## src/rtl/fpnew_pkg_snax.sv

```systemverilog
`default_nettype none
// ============================================================================
//  Module     : fpnew_pkg_snax (package)
//  Description: Shared FP format helpers, operand classification record,
//               IEEE status flags, special-result kinds and canonical NaN.
//  Revision   : 1.0 - initial release
// ============================================================================
package fpnew_pkg_snax;

    typedef enum logic [2:0] {
        FP32    = 3'd0,
        FP64    = 3'd1,
        FP16    = 3'd2,
        FP8     = 3'd3,
        FP16ALT = 3'd4
    } fp_format_e;

    function automatic int unsigned exp_bits(fp_format_e fmt);
        case (fmt)
            FP64:    return 11;
            FP16:    return 5;
            FP8:     return 5;
            FP16ALT: return 8;
            default: return 8;
        endcase
    endfunction

    function automatic int unsigned man_bits(fp_format_e fmt);
        case (fmt)
            FP64:    return 52;
            FP16:    return 10;
            FP8:     return 2;
            FP16ALT: return 7;
            default: return 23;
        endcase
    endfunction

    function automatic int unsigned fp_width(fp_format_e fmt);
        return 1 + exp_bits(fmt) + man_bits(fmt);
    endfunction

    typedef struct packed {
        logic is_normal;
        logic is_subnormal;
        logic is_zero;
        logic is_inf;
        logic is_nan;
        logic is_signalling;
        logic is_quiet;
        logic is_boxed;
    } fp_info_t;

    typedef struct packed {
        logic NV;
        logic DZ;
        logic OF;
        logic UF;
        logic NX;
    } status_t;

    typedef enum logic [1:0] {
        SPC_NONE     = 2'd0,
        SPC_QNAN     = 2'd1,
        SPC_INF_PROD = 2'd2,
        SPC_INF_ADD  = 2'd3
    } fp_special_e;

    // Positive quiet NaN: exponent all ones plus the mantissa MSB, rest zero.
    // Returned in a 64-bit container; callers keep the low fp_width bits.
    function automatic logic [63:0] canonical_nan(fp_format_e fmt);
        logic [63:0] res;
        int          lo;
        int          hi;
        res = '0;
        lo  = int'(man_bits(fmt)) - 1;
        hi  = int'(man_bits(fmt) + exp_bits(fmt));
        for (int i = 0; i < 64; i++) begin
            if (i >= lo && i < hi) res[i] = 1'b1;
        end
        return res;
    endfunction

endpackage
`default_nettype wire

```

## src/rtl/fpnew_pipe_stage_snax.sv

```systemverilog
`default_nettype none
// ============================================================================
//  Module     : fpnew_pipe_stage_snax
//  Description: One valid/ready register slice with flush. Only the valid bit
//               is reset; the payload loads on an accepted handshake.
//  Ports      : clk_i, rst_i (sync, active high), flush_i,
//               in_valid_i/in_ready_o/in_data_i, out_valid_o/out_ready_i/out_data_o
//  Revision   : 1.0 - initial release
// ============================================================================
module fpnew_pipe_stage_snax #(
    parameter type DataT = logic
) (
    input  logic clk_i,
    input  logic rst_i,
    input  logic flush_i,
    input  logic in_valid_i,
    output logic in_ready_o,
    input  DataT in_data_i,
    output logic out_valid_o,
    input  logic out_ready_i,
    output DataT out_data_o
);

    logic valid_q;
    logic valid_d;
    DataT data_q;

    // Slot can take a new op when empty or when its current op leaves now.
    assign in_ready_o = ~valid_q | out_ready_i;

    always_comb begin
        valid_d = valid_q;
        if (in_ready_o) valid_d = in_valid_i;
        if (flush_i)    valid_d = 1'b0;
    end

    always_ff @(posedge clk_i) begin
        if (rst_i) valid_q <= 1'b0;
        else       valid_q <= valid_d;
    end

    always_ff @(posedge clk_i) begin
        if (in_valid_i && in_ready_o && !flush_i) data_q <= in_data_i;
    end

    assign out_valid_o = valid_q;
    assign out_data_o  = data_q;

endmodule
`default_nettype wire

```

## src/rtl/fpnew_fma_special_case_snax.sv

```systemverilog
`default_nettype none
// ============================================================================
//  Module     : fpnew_fma_special_case_snax
//  Description: Special-case (NaN/Inf) resolution for a fused a*b+c op. Builds
//               the override result and NV flag from the operand classes and
//               carries it through NumPipeRegs valid/ready stages.
//  Ports      : clk_i, rst_i, operands_i {c,b,a}, info_i, neg_prod_i,
//               neg_addend_i, tag_i, in_valid_i/in_ready_o, flush_i,
//               result_o, is_special_o, status_o, tag_o,
//               out_valid_o/out_ready_i, busy_o
//               [FPNEW_SPECIAL_CNT_EN] nan_cnt_o, nv_cnt_o
//  Config     : define FPNEW_SPECIAL_CNT_EN to add saturating output counters
//               of canonical-NaN results and NV-flagged results.
//  Revision   : 1.0 - initial release
// ============================================================================
module fpnew_fma_special_case_snax
    import fpnew_pkg_snax::*;
#(
    parameter fp_format_e  FpFormat    = fp_format_e'(0),
    parameter int unsigned NumPipeRegs = 1,
    parameter type         TagType     = logic
) (
    input  logic                                  clk_i,
    input  logic                                  rst_i,
    input  logic [2:0][fp_width(FpFormat)-1:0]    operands_i,
    input  fp_info_t [2:0]                        info_i,
    input  logic                                  neg_prod_i,
    input  logic                                  neg_addend_i,
    input  TagType                                tag_i,
    input  logic                                  in_valid_i,
    output logic                                  in_ready_o,
    input  logic                                  flush_i,
    output logic [fp_width(FpFormat)-1:0]         result_o,
    output logic                                  is_special_o,
    output status_t                               status_o,
    output TagType                                tag_o,
    output logic                                  out_valid_o,
    input  logic                                  out_ready_i,
    output logic                                  busy_o
`ifdef FPNEW_SPECIAL_CNT_EN
    ,
    output logic [31:0]                           nan_cnt_o,
    output logic [31:0]                           nv_cnt_o
`endif
);

    localparam int unsigned WIDTH    = fp_width(FpFormat);
    localparam int unsigned EXP_BITS = exp_bits(FpFormat);
    localparam int unsigned MAN_BITS = man_bits(FpFormat);

    localparam logic [63:0]      CANON_NAN_FULL = canonical_nan(FpFormat);
    localparam logic [WIDTH-1:0] CANON_NAN      = CANON_NAN_FULL[WIDTH-1:0];
    localparam logic [WIDTH-1:0] INF_MAG        = {1'b0, {EXP_BITS{1'b1}}, {MAN_BITS{1'b0}}};

    typedef struct packed {
        logic [WIDTH-1:0] result;
        logic             is_special;
        status_t          status;
        TagType           tag;
    } stage_t;

    // ------------------------------------------------------------------
    // Special-case decision
    // ------------------------------------------------------------------
    logic        w_sp;
    logic        w_sc;
    logic        w_any_sig;
    logic        w_any_nan;
    logic        w_inv_prod;
    logic        w_prod_inf;
    fp_special_e w_kind;
    logic        w_nv;
    stage_t      w_in_data;

    assign w_sp       = operands_i[0][WIDTH-1] ^ operands_i[1][WIDTH-1] ^ neg_prod_i;
    assign w_sc       = operands_i[2][WIDTH-1] ^ neg_addend_i;
    assign w_any_sig  = info_i[0].is_signalling | info_i[1].is_signalling | info_i[2].is_signalling;
    // A value that is not properly NaN-boxed reads as a quiet NaN.
    assign w_any_nan  = info_i[0].is_nan | info_i[1].is_nan | info_i[2].is_nan
                      | ~info_i[0].is_boxed | ~info_i[1].is_boxed | ~info_i[2].is_boxed;
    assign w_inv_prod = (info_i[0].is_inf & info_i[1].is_zero)
                      | (info_i[0].is_zero & info_i[1].is_inf);
    assign w_prod_inf = info_i[0].is_inf | info_i[1].is_inf;

    always_comb begin
        w_kind = SPC_NONE;
        w_nv   = 1'b0;
        if (w_any_sig) begin
            w_kind = SPC_QNAN;
            w_nv   = 1'b1;
        end else if (w_inv_prod) begin
            w_kind = SPC_QNAN;
            w_nv   = 1'b1;
        end else if (w_any_nan) begin
            w_kind = SPC_QNAN;
        end else if (w_prod_inf && info_i[2].is_inf && (w_sp != w_sc)) begin
            // inf - inf
            w_kind = SPC_QNAN;
            w_nv   = 1'b1;
        end else if (w_prod_inf) begin
            w_kind = SPC_INF_PROD;
        end else if (info_i[2].is_inf) begin
            w_kind = SPC_INF_ADD;
        end
    end

    always_comb begin
        w_in_data            = '0;
        w_in_data.tag        = tag_i;
        w_in_data.status.NV  = w_nv;
        w_in_data.is_special = (w_kind != SPC_NONE);
        case (w_kind)
            SPC_QNAN:     w_in_data.result = CANON_NAN;
            SPC_INF_PROD: w_in_data.result = INF_MAG | ({{(WIDTH-1){1'b0}}, w_sp} << (WIDTH-1));
            SPC_INF_ADD:  w_in_data.result = INF_MAG | ({{(WIDTH-1){1'b0}}, w_sc} << (WIDTH-1));
            default:      w_in_data.result = '0;
        endcase
    end

    // Only the sign bits and classes matter; magnitudes are intentionally ignored.
    logic w_unused_bits;
    assign w_unused_bits = ^{operands_i[0][WIDTH-2:0], operands_i[1][WIDTH-2:0],
                             operands_i[2][WIDTH-2:0], info_i};

    // ------------------------------------------------------------------
    // Pipeline: node 0 is the input, node NumPipeRegs the output
    // ------------------------------------------------------------------
    stage_t                 w_node_data  [NumPipeRegs+1];
    logic [NumPipeRegs:0]   w_node_valid;
    logic [NumPipeRegs:0]   w_node_ready;

    assign w_node_data[0]            = w_in_data;
    assign w_node_valid[0]           = in_valid_i;
    assign in_ready_o                = w_node_ready[0];
    assign w_node_ready[NumPipeRegs] = out_ready_i;

    for (genvar i = 0; i < NumPipeRegs; i++) begin : g_pipe
        fpnew_pipe_stage_snax #(
            .DataT (stage_t)
        ) u_stage (
            .clk_i       (clk_i),
            .rst_i       (rst_i),
            .flush_i     (flush_i),
            .in_valid_i  (w_node_valid[i]),
            .in_ready_o  (w_node_ready[i]),
            .in_data_i   (w_node_data[i]),
            .out_valid_o (w_node_valid[i+1]),
            .out_ready_i (w_node_ready[i+1]),
            .out_data_o  (w_node_data[i+1])
        );
    end

    if (NumPipeRegs == 0) begin : g_busy_comb
        assign busy_o = 1'b0;
    end else begin : g_busy_regs
        assign busy_o = |w_node_valid[NumPipeRegs:1];
    end

    assign out_valid_o  = w_node_valid[NumPipeRegs];
    assign result_o     = w_node_data[NumPipeRegs].result;
    assign is_special_o = w_node_data[NumPipeRegs].is_special;
    assign status_o     = w_node_data[NumPipeRegs].status;
    assign tag_o        = w_node_data[NumPipeRegs].tag;

`ifdef FPNEW_SPECIAL_CNT_EN
    logic [31:0] nan_cnt_q, nan_cnt_d;
    logic [31:0] nv_cnt_q,  nv_cnt_d;
    logic        w_out_hs;

    assign w_out_hs = out_valid_o & out_ready_i;

    always_comb begin
        nan_cnt_d = nan_cnt_q;
        nv_cnt_d  = nv_cnt_q;
        if (w_out_hs && is_special_o && (result_o == CANON_NAN) && (nan_cnt_q != 32'hFFFF_FFFF))
            nan_cnt_d = nan_cnt_q + 32'd1;
        if (w_out_hs && status_o.NV && (nv_cnt_q != 32'hFFFF_FFFF))
            nv_cnt_d = nv_cnt_q + 32'd1;
    end

    always_ff @(posedge clk_i) begin
        if (rst_i) begin
            nan_cnt_q <= '0;
            nv_cnt_q  <= '0;
        end else begin
            nan_cnt_q <= nan_cnt_d;
            nv_cnt_q  <= nv_cnt_d;
        end
    end

    assign nan_cnt_o = nan_cnt_q;
    assign nv_cnt_o  = nv_cnt_q;
`endif

endmodule
`default_nettype wire

```

## config.mk

```make
export PLATFORM = sky130hd
export DESIGN_NAME = fpnew_fma_special_case_snax
export DESIGN_NICKNAME = d
export VERILOG_FILES = /design/src/rtl/fpnew_pkg_snax.sv /design/src/rtl/fpnew_pipe_stage_snax.sv /design/src/rtl/fpnew_fma_special_case_snax.sv
export SDC_FILE = /design/constraint.sdc
export NUM_CORES = 1
export LEC_CHECK = 0
export ABC_AREA = 1
export BUFFER_PORTS_ARGS = -buffer_cell sky130_fd_sc_hd__buf_4
export CORE_UTILIZATION = 35
export CTS_CLUSTER_DIAMETER = 80
export DETAILED_ROUTE_END_ITERATION = 10
export GPL_ROUTABILITY_DRIVEN = 0
export HOLD_SLACK_MARGIN = 0.05
export PLACE_DENSITY = 0.83
export SLEW_MARGIN = 20
export SYNTH_ARGS = -nofsm -noshare
export SYNTH_HDL_FRONTEND = slang
export SYNTH_HIERARCHICAL = 1
export SYNTH_SLANG_ARGS = --single-unit
```

## constraint.sdc

```tcl
create_clock -name clk_i -period 2.6 [get_ports clk_i]
set_input_delay 0.26 -clock clk_i [delete_from_list [all_inputs] [get_ports clk_i]]
set_output_delay 0.26 -clock clk_i [all_outputs]
set_load 0.005 [all_outputs]
```

After elaboration in Yosys (flattened, before gate mapping)
Cells that the tools add are included.
Operators by class
  eq/ne operators: 4
  muxes and demuxes: 9
  bitwise operators: 19
  reduce and logical (&&, ||, !) cells: 8
Operator list (count)
  $pmux 32 s3: 1
  $mux 2: 6
  $or 1x1->1: 10
  $eq 2x2->1 const B: 2
  $logic_and 1x1->1: 4
  $not 1->1: 4
  $reduce_or 2->1: 2
  $xor 1x1->1: 3
  $and 1x1->1: 2
  $eq 2x1->1 const B: 1
  $mux 1: 2
  $reduce_bool 2->1: 1
  $logic_not 1->1: 1
  $ne 1x1->1: 1
Word-level totals
  flip-flop bits (word level): 36
  bits of input ports: 128
  output and inout port bits: 42
  logic and storage cells: 45

Longest topological paths before layout
  depth after elaboration: 10
  mapped depth: 10
  gate-level depth less buffers: 10

Modules after synthesis
Netlist, hierarchy kept.
Modules (own cells, without submodules)
  fpnew_pipe_stage_snax: times used 1, cells an instance 49, area an instance 1237.4 um^2, seq. area each 1191.1 um^2
  fpnew_fma_special_case_snax: times used 1, cells an instance 50, area an instance 255.2 um^2, seq. area each 0.0 um^2

Least setup slack after synthesis
OpenSTA, ideal clock, no wires.
  path type: register to register
  start point: reg g_pipe[0].u_stage.valid_q
  end point: reg g_pipe[0].u_stage.data_q, in the netlist g_pipe[0].u_stage/out_data_o[0], enable pin
  setup time: 404 ps
  data arrival time: 1495 ps
  data required time: 2196 ps
  path slack: 701 ps
  cell stages (with the launch flop): 4
  buffers on the path: 0
  clock period less this slack: 1899 ps
  cells stage by stage: dfxtp_1 > nand2_2 > nand2_2 > nor2_2
Between the ends
  word-level cells in the longest chain between the ends: 4
RTL lines
  start: declaration: RTL line fpnew_pipe_stage_snax.sv:24  | logic valid_q;
  start signal: assignment: RTL line fpnew_pipe_stage_snax.sv:39  | else valid_q <= valid_d;
  $not 1->1: RTL line fpnew_pipe_stage_snax.sv:29  | assign in_ready_o = ~valid_q | out_ready_i;
  $or 1x1->1: RTL line fpnew_pipe_stage_snax.sv:29
  net in_ready_o: RTL line fpnew_fma_special_case_snax.sv:31  | output logic in_ready_o,
  $logic_and 1x1->1 (2 in series): RTL line fpnew_pipe_stage_snax.sv:43  | if (in_valid_i && in_ready_o && !flush_i) data_q <= in_data_i;
  end signal: assignment: RTL line fpnew_pipe_stage_snax.sv:43
  end: declaration: RTL line fpnew_pipe_stage_snax.sv:26  | DataT data_q;
The timed path passes the listed nets, and every way through them passes these cells.
A chain may end at the register's enable or synchronous reset.

Final worst setup path
  start point: reg g_pipe[0].u_stage.valid_q
  end point: reg g_pipe[0].u_stage.data_q, in the netlist g_pipe[0].u_stage/out_data_o[33], enable pin
Between the ends
  word-level cells in the longest chain between the ends: 4
RTL lines (RTL line)
  $not 1->1: fpnew_pipe_stage_snax.sv:29
  $or 1x1->1: fpnew_pipe_stage_snax.sv:29
  $logic_and 1x1->1 (2 in series): fpnew_pipe_stage_snax.sv:43
No other way between the ends.

==> results_dict.tcl <==
set metrics [dict create \
    finalSetupViolCount 0 \
    worst_path_most_repeated_cell "nand2_2" \
    clock_latency_ns 0.29 \
    first_global_vias 803 \
    final_cell_area_mm2 0.00224 \
    tritoncts "done" \
    core_mm2 0.00406 \
    antenna_found_initial 0 \
    n_antenna_cell 0 \
    vias_per_cell 3.93 \
    drive_gt1_frac 0.424 \
    worstSetupStartpoint "g_pipe[0].u_stage/out_valid_o" \
    routed_wirelength_um 2480 \
    die_y_um 67.3 \
    yosys.area.top_type_share 0.785 \
    seqPwrFrac 0.577 \
    clkTransAtPathRegs_ns 0.08 \
    internal_power_mw 1.02 \
    rows 23 \
    start_kind "register" \
    die_area_mm2 0.00453 \
    post-cts-setup-buffers 0 \
    min_period_over_period 0.514 \
    end_kind "register" \
    slowest_stage "buf_4" \
    status "complete, no violations" \
    holdBufCountCts 0 \
    ys_seq_area_frac 0.798 \
    synthTopCellsByArea "edfxtp_1 78%, nand2_1 4.5%, inv_1 3.0%, nor2_1 1.8%, nand3_1 1.7%" \
    placedInstanceArea_mm2 0.00215 \
    avgSynthCellArea_um2 15.1 \
    finalClockSkew_ns 0.00894 \
    worst_r2r_endpoint "g_pipe[0].u_stage/out_data_o[33]" \
    p_clk_frac 0.325 \
    synth-seq-cells 40 \
    maxCapViolCount 0 \
    p_leak_nw 1.01 \
    path_buf_inv 1 \
    critPathMaxFanout 39 \
    gr-total-overflow 0 \
    grt_max_degree 40 \
    final.setup.tns_ns 0 \
    worstSetupPathDepth 4 \
    nNetsFinal 325 \
    firstDrtPassIters 4 \
    ant_nets 0 \
    yosysTopAreaCell "edfxtp_1" \
    peakVddDrop_v 0.000181 \
    ios 170 \
    crit_end "g_pipe[0].u_stage/out_data_o[33]" \
    synthCells 99 \
    hp-class "input port to register" \
    drcViolationCount 0 \
    hold_ws_ns 0.153 \
    switchingPower_mw 0.269 \
    pwr_density_cell_mw_per_mm2 574 \
    cp.required_ns 2.54 \
    cts_max_level 2 \
    final_cell_mix "67 x buf_4, 39 x edfxtp_1, 26 x conb_1, 18 x nand2_1, 12 x inv_1" \
    clock-sinks 40 \
    reg2reg_slack_ns 1.26 \
    slew_violations 0 \
    critPathKind "register to register" \
    reg2regPathDepth 4 \
    comb_power_share 0.097 \
    ys_warn_count 6 \
    track_usage 0.112 \
    syn2layout_area_growth_pct 50.3 \
    rsz0062_at_grt "false" \
    fmax_mhz 749 \
    final_common_cell "buf_4" \
    synth_area_mm2 0.00149 \
    arrival_ns 1.27 \
    grt_pass1_wl_um 3420 \
    first_iter_violations 88 \
    finalHoldViolations 0 \
    fillers 336 \
    synth.distinct_cells 19 \
    portBuffers 66 \
    crit_family "buffers and inverters" \
    die_x_um 67.3 \
    cp_cell_sequence "nand2_2 -> nand2_2 -> nor2_4 -> buf_4" \
    vias 975 \
    numCtsBuffers 5 \
    routedWlPerCell_um 9.98 \
    clockBufferDepth 2 \
    p_sw_frac 0.209 \
    post-dp-hpwl_um 1850 \
    post_cts_resized 0 \
    start_util 0.368 \
    cp_slowest_stage_delay_ns 0.40 \
    period_needed_ns 1.34 \
    cts_root_buffer "clkbuf_8" \
    r2r-start "g_pipe[0].u_stage/out_valid_o" \
]
power groups by stage:
stage	Clock [mW]	Combinational (mW)	Sequential [mW]
final	0.419	0.125	0.744
after global placement	0	0.123	0.757
after floorplan	0	0.0433	0.762
after global routing	0.451	0.138	0.747
after detailed placement	0	0.126	0.759
after CTS	0.425	0.126	0.744
worst min-delay path by stage:
stage               start  slack [ns]  cells past startpoint                               to
global placement    tag_i        0.44                      1  g_pipe[0].u_stage/out_data_o[0]
CTS                 tag_i        0.15                      1  g_pipe[0].u_stage/out_data_o[0]
finish              tag_i        0.15                      1  g_pipe[0].u_stage/out_data_o[0]
global route        tag_i        0.15                      1  g_pipe[0].u_stage/out_data_o[0]
floorplan           tag_i        0.36                      0  g_pipe[0].u_stage/out_data_o[0]
detailed placement  tag_i        0.44                      1  g_pipe[0].u_stage/out_data_o[0]
final cells by class:
type | instances | area (um^2) | share of cell area
multi-input cells | 71 | 348 | 0.155
clock buffers | 7 | 86.3 | 0.0385
clock inverters | 1 | 7.51 | 0.00335
well taps | 50 | 62.6 | 0.0279
flip-flops and latches | 40 | 1190 | 0.531
repair buffers | 67 | 503 | 0.224
inverters | 12 | 45.0 | 0.0201
metrics by stage:
stage | setup slack [ns] | total power [mW] | instances | util
finish | 1.26 | 1.29 | 248 | 0.553
global route | 1.16 | 1.34 | 248 | 0.553
CTS | 1.25 | 1.30 | 248 | 0.553
detailed placement | 1.11 | 0.884 | 240 | 0.530
global placement | 1.15 | 0.880 | 240 | 0.530
floorplan | 0.701 | 0.806 | 124 | -
worst reg2reg max path, stage by stage, from the launching register on:
cell	delay (ns)
dfxtp_1	0.33
nand2_2	0.10
nand2_2	0.07
nor2_4	0.07
buf_4	0.40
cells in the mapped netlist (all sizes together):
cell type and n:
a21oi 1, inv 12, nand2 21, o31ai 1, conb 1, nor3 1, buf 1, xnor2 1
edfxtp 39, nor2 10, nand3 8, and2b 1, xor2 1, dfxtp 1
registers in the layout (all words and copies together) (netlist names):
name / count
g_pipe.u_stage/out_data_o: 39
g_pipe.u_stage/out_valid_o: 1
logic make-up after synthesis:
kind of cell | synth area share
simple gates | 0.142
flops | 0.798
compound gates | 0.0109
xor+xnor | 0.0117
buf+inv | 0.0352
other cells | 0.00251
routing by layer:
layer  routed length (um)  track usage  up-vias
li1                     -            -      506
met1                  845       0.0964      421
met2                 1390        0.205       42
met3                  182       0.0389        6
met4                   59       0.0878        0
met5                    0            0        -
No activity file was read; power rests on OpenSTA's default activity.
